### src/rtl/minmax_cmp_scheduler.sv
// Frame min/max tracker: one shared 16-bit magnitude comparator is time-multiplexed
// between the running-max and running-min checks of each sample.

module magnitude_comparator_16 (
   input  logic [15:0] a_i,
   input  logic [15:0] b_i,
   output logic        a_gt_b_o,
   output logic        a_lt_b_o,
   output logic        a_eq_b_o
);
   assign a_gt_b_o = (a_i > b_i);
   assign a_lt_b_o = (a_i < b_i);
   assign a_eq_b_o = (a_i == b_i);
endmodule

// state   | meaning
// ACCEPT  | waiting for a sample (first sample of a frame loads min/max directly)
// CMP_MAX | comparator checks latched sample against running max
// CMP_MIN | comparator checks latched sample against running min
// DONE    | frame result presented, held until out_ready
module minmax_cmp_scheduler #(
   parameter int FRAME_LEN = 8,
   parameter int IDX_W     = (FRAME_LEN > 1) ? $clog2(FRAME_LEN) : 1
) (
   input  logic             clk,
   input  logic             rst,
   input  logic             in_valid,
   output logic             in_ready,
   input  logic [15:0]      in_data,
   output logic             out_valid,
   input  logic             out_ready,
   output logic [15:0]      out_min,
   output logic [15:0]      out_max,
   output logic [IDX_W-1:0] out_min_idx,
   output logic [IDX_W-1:0] out_max_idx
);
   typedef enum logic [1:0] {ACCEPT, CMP_MAX, CMP_MIN, DONE} state_t;

   localparam logic [IDX_W-1:0] LAST_IDX = IDX_W'(FRAME_LEN - 1);

   state_t           state_q;
   logic [IDX_W-1:0] cnt_q;
   logic [IDX_W-1:0] idx_q;
   logic [15:0]      sample_q;
   logic [15:0]      min_q;
   logic [15:0]      max_q;
   logic [IDX_W-1:0] min_idx_q;
   logic [IDX_W-1:0] max_idx_q;

   logic [15:0] cmp_b;
   logic        cmp_gt;
   logic        cmp_lt;
   logic        cmp_eq;

   assign cmp_b = (state_q == CMP_MAX) ? max_q : min_q;

   magnitude_comparator_16 u_cmp (
      .a_i      (sample_q),
      .b_i      (cmp_b),
      .a_gt_b_o (cmp_gt),
      .a_lt_b_o (cmp_lt),
      .a_eq_b_o (cmp_eq)
   );

   assign in_ready    = (state_q == ACCEPT);
   assign out_valid   = (state_q == DONE);
   assign out_min     = min_q;
   assign out_max     = max_q;
   assign out_min_idx = min_idx_q;
   assign out_max_idx = max_idx_q;

   always_ff @(posedge clk) begin
      if (rst) begin
         state_q   <= ACCEPT;
         cnt_q     <= '0;
         idx_q     <= '0;
         sample_q  <= '0;
         min_q     <= '0;
         max_q     <= '0;
         min_idx_q <= '0;
         max_idx_q <= '0;
      end else begin
         case (state_q)
            ACCEPT: begin
               if (in_valid) begin
                  if (cnt_q == '0) begin
                     min_q     <= in_data;
                     max_q     <= in_data;
                     min_idx_q <= '0;
                     max_idx_q <= '0;
                     if (FRAME_LEN == 1) state_q <= DONE;
                     else                cnt_q   <= cnt_q + IDX_W'(1);
                  end else begin
                     sample_q <= in_data;
                     idx_q    <= cnt_q;
                     state_q  <= CMP_MAX;
                  end
               end
            end
            CMP_MAX: begin
               // strict compare: equal values keep the earlier index
               if (cmp_gt && !cmp_eq) begin
                  max_q     <= sample_q;
                  max_idx_q <= idx_q;
               end
               state_q <= CMP_MIN;
            end
            CMP_MIN: begin
               if (cmp_lt && !cmp_eq) begin
                  min_q     <= sample_q;
                  min_idx_q <= idx_q;
               end
               if (cnt_q == LAST_IDX) begin
                  state_q <= DONE;
               end else begin
                  cnt_q   <= cnt_q + IDX_W'(1);
                  state_q <= ACCEPT;
               end
            end
            DONE: begin
               if (out_ready) begin
                  cnt_q   <= '0;
                  state_q <= ACCEPT;
               end
            end
            default: state_q <= ACCEPT;
         endcase
      end
   end
endmodule

### config.mk
export PLATFORM = sky130hd
export DESIGN_NAME = minmax_cmp_scheduler
export DESIGN_NICKNAME = d
export VERILOG_FILES = /design/src/rtl/minmax_cmp_scheduler.sv
export SDC_FILE = /design/constraint.sdc
export NUM_CORES = 1
export LEC_CHECK = 0
export CELL_PAD_IN_SITES_DETAIL_PLACEMENT = 0
export CELL_PAD_IN_SITES_GLOBAL_PLACEMENT = 1
export CORE_MARGIN = 8
export CORE_UTILIZATION = 41
export DETAILED_ROUTE_END_ITERATION = 8
export PLACE_DENSITY = 0.84
export SLEW_MARGIN = 0
export SYNTH_ARGS = -nofsm -noshare
export SYNTH_HDL_FRONTEND = slang
export SYNTH_HIERARCHICAL = 1
export SYNTH_SLANG_ARGS = --single-unit
### constraint.sdc
create_clock -name clk -period 4.2 [get_ports clk]
set_input_delay 0.63 -clock clk [delete_from_list [all_inputs] [get_ports clk]]
set_output_delay 0.63 -clock clk [all_outputs]
set_load 0.02 [all_outputs]
==> flow_summary.json, run 1 <==
{
  "status": "completed",
  "numCtsBuffers": 9,
  "start_util_pct": 41.7,
  "dpl.cell_count": 488,
  "gp_congestion": 0.790,
  "viasPerCell": 5.34,
  "critPathMaxStageDelay_ns": 0.52,
  "layout-drive-gt1-share_pct": 16.5,
  "crit_cells": 13,
  "io-pin-count": 60,
  "yosysUniqueCellTypes": 34,
  "grt_overflow_total": 0,
  "synth-edff-count": 0,
  "clkTransAtPathRegs_ns": 0.07,
  "synth.avg_cell_area_um2": 9.93,
  "track_usage_pct": 15.2,
  "grt_setup_unrepaired": "false",
  "area_delta_synth_final_pct": 25.0,
  "avgRoutedWirePerCell_um": 16.8,
  "worst_ir_drop_vdd_uv": 336,
  "worstSetupEndpointType": "flop",
  "stdcell_count": 504,
  "pwr-share-seq_pct": 29.5,
  "h-tree-depth": 3,
  "whs_ns": 0.477,
  "synth_cells": 342,
  "syn_area_um2": 3390,
  "crit_buf_inv": 2,
  "crit_chain": "nand2b_2 > buf_4 > mux2_2 > inv_1 > ha_1 > nand4_1 > nor2_1 > a22oi_1 > and3_1 > nand2b_1 > a21oi_2 > and2_4 > a211oi_1",
  "firstDrtPassIters": 4,
  "setup_violations": 0,
  "async_flop_share_pct": 0,
  "n_antenna_cell": 0,
  "cpLargestDelayFamily": "simple AND/OR/NAND/NOR gates",
  "leakage_uw": 0.00192,
  "grt_pass1_wl_mm": 13.9,
  "cts_buffer_depth": 2,
  "die_w_um": 107,
  "die_height_um": 107,
  "wl_mm": 8.49,
  "relSlewSlack_pct": 23.2,
  "core-area_um2": 8130,
  "cts_resized": 0,
  "synth_seq_area_share_pct": 36.6,
  "grt_max_degree": 37,
  "port_buffers": 59,
  "dp_slack_ns": 0.687,
  "p_sw_share_pct": 40.6,
  "arrival_ns": 3.71,
  "cts_tree": "built",
  "critPathSlowestCell": "dfxtp_1",
  "finalCoreUtilization_pct": 52.2,
  "fillers": 744,
  "reg2reg_depth": 13,
  "drtIter0Drc": 84,
  "cts_num_sinks": 62,
  "start_kind": "flop",
  "syn_nets": 381,
  "worst_ep_required_time_ns": 4.38,
  "ant_nets": 0,
  "slew_viol_final": 0,
  "cts_setup_buffers": 0,
  "clk_latency_ns": 0.34,
  "cts-root-buf": "clkbuf_8",
  "die-area_um2": 11400,
  "crit_type": "flop to flop",
  "combPwrFrac_pct": 51.3,
  "worst_pin_slew_ns": 1.15,
  "clock_power_share_pct": 19.1,
  "synth_seq_cells": 62,
  "crit_fanout": 16,
  "hold_buffers": 0,
  "grt_antenna_before_repair": 0,
  "internal-power_uw": 1900,
  "fin_worst_skew_ns": 0.00971,
  "post-dp-hpwl_mm": 6.02,
  "p_switching_uw": 1300,
  "vias": 2689,
  "synth.yosys.warnings": 6,
  "synth_top_flop_cell": "dfxtp_1",
  "p_per_area_nw_per_um2": 753,
  "final-hold-violation-count": 0,
  "setup_tns_ns": 0,
  "fin_crit_ns": 3.53,
  "drc": 0,
  "final.setup.worst_slack_ns": 0.669,
  "layout_worst_path_cycle_share_pct": 84.1,
  "row_count": 33,
  "clock.fmax_ghz": 0.283,
  "holdCritPathClass": "flop to flop",
  "nets": 433,
  "maxCapViolCount": 0,
  "grt_pass1_vias": 2748,
  "holdPathStages": 1
}
==> flip-flops by register name (all words and copies together), names as in the netlist <==
signal and count:
state_q 2, out_min 16, sample_q 16, idx_q 3, out_max_idx 3, out_max 16, cnt_q 3, out_min_idx 3
==> area by class of cell <==
cell class	instances	area, um2	area share (%)
multi-input combinational	235	1920	45.3
sequential	62	1240	29.2
timing repair buffer	67	646	15.2
clock buffer	13	169	3.98
tap	105	131	3.10
inverter	19	71.3	1.68
clock inverter	3	65.1	1.53
==> synthesized netlist by cell type, types with 2 or more instances <==
cell type  count  area share [%]
a21oi_1       43             6.3
nand4_1        3            0.55
mux2_2        16             5.3
dfxtp_1       62              37
nor2_1        22             2.4
a21oi_2        2            0.52
inv_1         19             2.1
o21ai_0        2            0.29
nand2b_1       7             1.3
and2_4         2            0.52
nand2_1        8            0.88
o211ai_1       2            0.44
buf_2          5            0.74
buf_4          4            0.88
ha_1          19             7.0
nor3_1         3            0.44
buf_6          6             2.0
a211oi_1      13             2.9
a211oi_2      20             7.4
a22o_1         6             1.5
nor2b_1        2            0.37
and3_1         2            0.37
mux2i_1       53              16
clkbuf_1      11             1.2
==> power groups by stage <==
stage	Clock, uW	Sequential (uW)	Combinational (uW)
2_1_floorplan	0	1060	1030
3_3_place_gp	0	952	1620
3_5_place_dp	0	954	1640
4_1_cts	625	945	1650
5_1_grt	653	972	1780
6_report	612	943	1640
==> logic make-up (layout without fill, tap and decap cells) <==
family                   count (synthesis)  after routing  share of synthesized area, %
AND/OR/NAND/NOR                         54             54                          7.96
adder cells (fa/ha/maj)                 19             19                          7.00
AO/OA/AOI/OAI                           93             93                          20.6
multiplexers                            69             69                          20.9
flip-flops                              62             62                          36.6
buffers and inverters                   45            102                          6.93
==> routing by layer <==
layer / vias to the layer above / GRT usage (%) / wire length, um
met4: 0 / 5.83 / 144
met3: 12 / 3.00 / 288
li1: 1353 / - / -
met1: 1274 / 18.8 / 4020
met2: 50 / 25.3 / 4030
met5: - / 0 / 0
==> path summary, 6_finish.rpt <==
check / start / slack, ns / end
worst max-delay path: state_q[1]$_SDFFE_PP0P_ / 0.67 / out_min[15]$_SDFFE_PP0P_
worst min register to register: out_max_idx[2]$_SDFFE_PP0P_ / 0.48 / out_max_idx[2]$_SDFFE_PP0P_
worst min-delay path: out_max_idx[2]$_SDFFE_PP0P_ / 0.48 / out_max_idx[2]$_SDFFE_PP0P_
worst max register to register: state_q[1]$_SDFFE_PP0P_ / 0.67 / out_min[15]$_SDFFE_PP0P_
==> per-stage QoR <==
step	area, um2	power (uW)
after floorplan	3390	2090
after global placement	4010	2570
after detailed placement	4010	2600
after CTS	4240	3220
after global routing	4240	3410
final	4240	3200
==> placed cells by master, fill, tap and decap left out, types with 12 or more instances in the layout <==
master	Yosys	routed
nor2_1	22	22
a211oi_1	13	13
dfxtp_1	62	62
mux2_2	16	16
clkbuf_8	0	12
ha_1	19	19
a211oi_2	20	20
a21oi_1	43	43
clkdlybuf4s50_1	0	58
inv_1	19	19
mux2i_1	53	53
(Power assumes the default switching activity.)
==> inputs of run 2 (changes only) <==
==> constraint.sdc (replaced) <==
create_clock -name clk -period 3.5 [get_ports clk]
set_input_delay 0.525 -clock clk [delete_from_list [all_inputs] [get_ports clk]]
set_output_delay 0.525 -clock clk [all_outputs]
set_load 0.02 [all_outputs]
==> run 2 against run 1 <==
Against the previous run: non-clock buffer count grew 4; clock skew increased by 0.00052 ns; clock power is 9.3% lower; clock-buffer cell count is 1 higher; largest cell class unchanged; final area is 0.56% lower; first-iteration DRC count is 50% higher; flip-flop and latch count is the same; largest power group unchanged.
==> flow_summary.json, run 2 (synthesized netlist as in run 1, its figures left out) <==
{
  "io-pin-count": 60,
  "p_per_area_nw_per_um2": 865,
  "worst_ep_required_time_ns": 3.71,
  "holdCritPathClass": "flop to flop",
  "final_cell_area_um2": 4220,
  "ant_nets": 0,
  "cts_resized": 0,
  "viasPerCell": 5.36,
  "grt_setup_unrepaired": "false",
  "final-hold-violation-count": 0,
  "worst_ir_drop_vdd_uv": 355,
  "place_area_um2": 4050,
  "crit_fanout": 22,
  "maxCapViolCount": 0,
  "drtIter0Drc": 126,
  "start_util_pct": 41.7,
  "numCtsBuffers": 9,
  "slew_viol_final": 0,
  "nets": 437,
  "die_w_um": 107,
  "cts-root-buf": "clkbuf_8",
  "layout-drive-gt1-share_pct": 16.7,
  "cts_tree": "built",
  "fin_worst_skew_ns": 0.0102,
  "setup_violations": 0,
  "grt_pass1_vias": 2619,
  "grt_max_degree": 36,
  "fin_crit_ns": 3.25,
  "relSlewSlack_pct": 47.6,
  "final_cell_mix": "62 x dfxtp_1, 58 x clkdlybuf4s50_1, 53 x mux2i_1",
  "wl_mm": 8.43,
  "area_delta_synth_final_pct": 24.3,
  "n_antenna_cell": 0,
  "cts_num_sinks": 62,
  "final_common_cell": "dfxtp_1",
  "clk_latency_ns": 0.34,
  "cts_setup_buffers": 0,
  "die_height_um": 107,
  "crit_type": "flop to flop",
  "drc": 0,
  "hold_buffers": 0,
  "worst_pin_slew_ns": 0.786,
  "track_usage_pct": 14.8,
  "core-area_um2": 8130,
  "setup_tns_ns": 0,
  "port_buffers": 59,
  "status": "completed",
  "firstDrtPassIters": 4,
  "leakage_uw": 0.00191,
  "arrival_ns": 3.45,
  "h-tree-depth": 3,
  "die-area_um2": 11400,
  "avgRoutedWirePerCell_um": 16.6,
  "post-dp-hpwl_mm": 6.01,
  "clock.fmax_ghz": 0.308,
  "row_count": 33,
  "grt_antenna_before_repair": 0,
  "clkTransAtPathRegs_ns": 0.07,
  "gp_congestion": 0.756,
  "grt_overflow_total": 0,
  "vias": 2718,
  "worstSetupEndpointType": "flop",
  "grt_pass1_wl_mm": 13.4,
  "layout_worst_path_cycle_share_pct": 92.7,
  "start_kind": "flop",
  "cts_buffer_depth": 2
}
==> run 2: changes by cell type in the layout (fill, tap and decap cells not counted) <==
cell / delta
buf_4: +3
clkbuf_1: +2
buf_12: +1
bufinv_16: -2
clkbuf_8: -1
==> run 2: path summary, 6_finish.rpt <==
path | startpoint | end | slack [ns] | cells after the start
worst max-delay path | state_q[1]$_SDFFE_PP0P_ | out_max[8]$_SDFFE_PP0P_ | 0.25 | 13
worst min-delay path | idx_q[2]$_SDFFE_PP0P_ | idx_q[2]$_SDFFE_PP0P_ | 0.48 | 2
worst max register to register | state_q[1]$_SDFFE_PP0P_ | out_max[8]$_SDFFE_PP0P_ | 0.25 | 13
worst min register to register | idx_q[2]$_SDFFE_PP0P_ | idx_q[2]$_SDFFE_PP0P_ | 0.48 | 2
==> run 2: power by group <==
group          leakage [uW]  internal, uW  switching (uW)
clock network     0.0000865           292             264
logic               0.00132           903            1070
registers          0.000509           925             200
==> run 2: area by class of cell <==
type                            instances  area (um2)
Fill cell                             757        3910
Multi-Input combinational cell        235        1920
Sequential cell                        62        1240
Timing Repair Buffer                   71         688
Clock buffer                           14         163
Tap cell                              105         131
Inverter                               19        71.3
Clock inverter                          1        5.00
==> run 2: routing by layer <==
layer / part of all wire [%] / up-vias / track usage [%]
met5: 0 / - / 0
met1: 45 / 1303 / 18.0
li1: - / 1354 / -
met4: 1.6 / 0 / 6.53
met2: 48 / 51 / 23.7
met3: 4.5 / 10 / 4.32
==> run 2: critical path: stages (launching register included) <==
cell,delay (ns)
dfxtp_1,0.33
nand2b_2,0.30
buf_12,0.22
buf_4,0.15
mux2_2,0.33
ha_1,0.18
nor2b_1,0.11
o211ai_1,0.09
a2111o_1,0.38
a31oi_1,0.17
nand2b_1,0.11
a21oi_2,0.23
and2_4,0.36
a211oi_1,0.13
==> run 2: through the flow <==
| stage | utilization [%] | setup slack [ns] | hold slack (ns) | power, uW | cells |
|---|---|---|---|---|---|
| floorplan | - | 0.314 | 0.449 | 2510 | 342 |
| global placement | 49.8 | 0.338 | 0.460 | 3100 | 492 |
| detailed placement | 49.8 | 0.296 | 0.470 | 3130 | 492 |
| CTS | 51.9 | 0.271 | 0.482 | 3690 | 507 |
| global route | 51.9 | 0.0889 | 0.511 | 3890 | 507 |
| finish | 51.9 | 0.255 | 0.479 | 3650 | 507 |
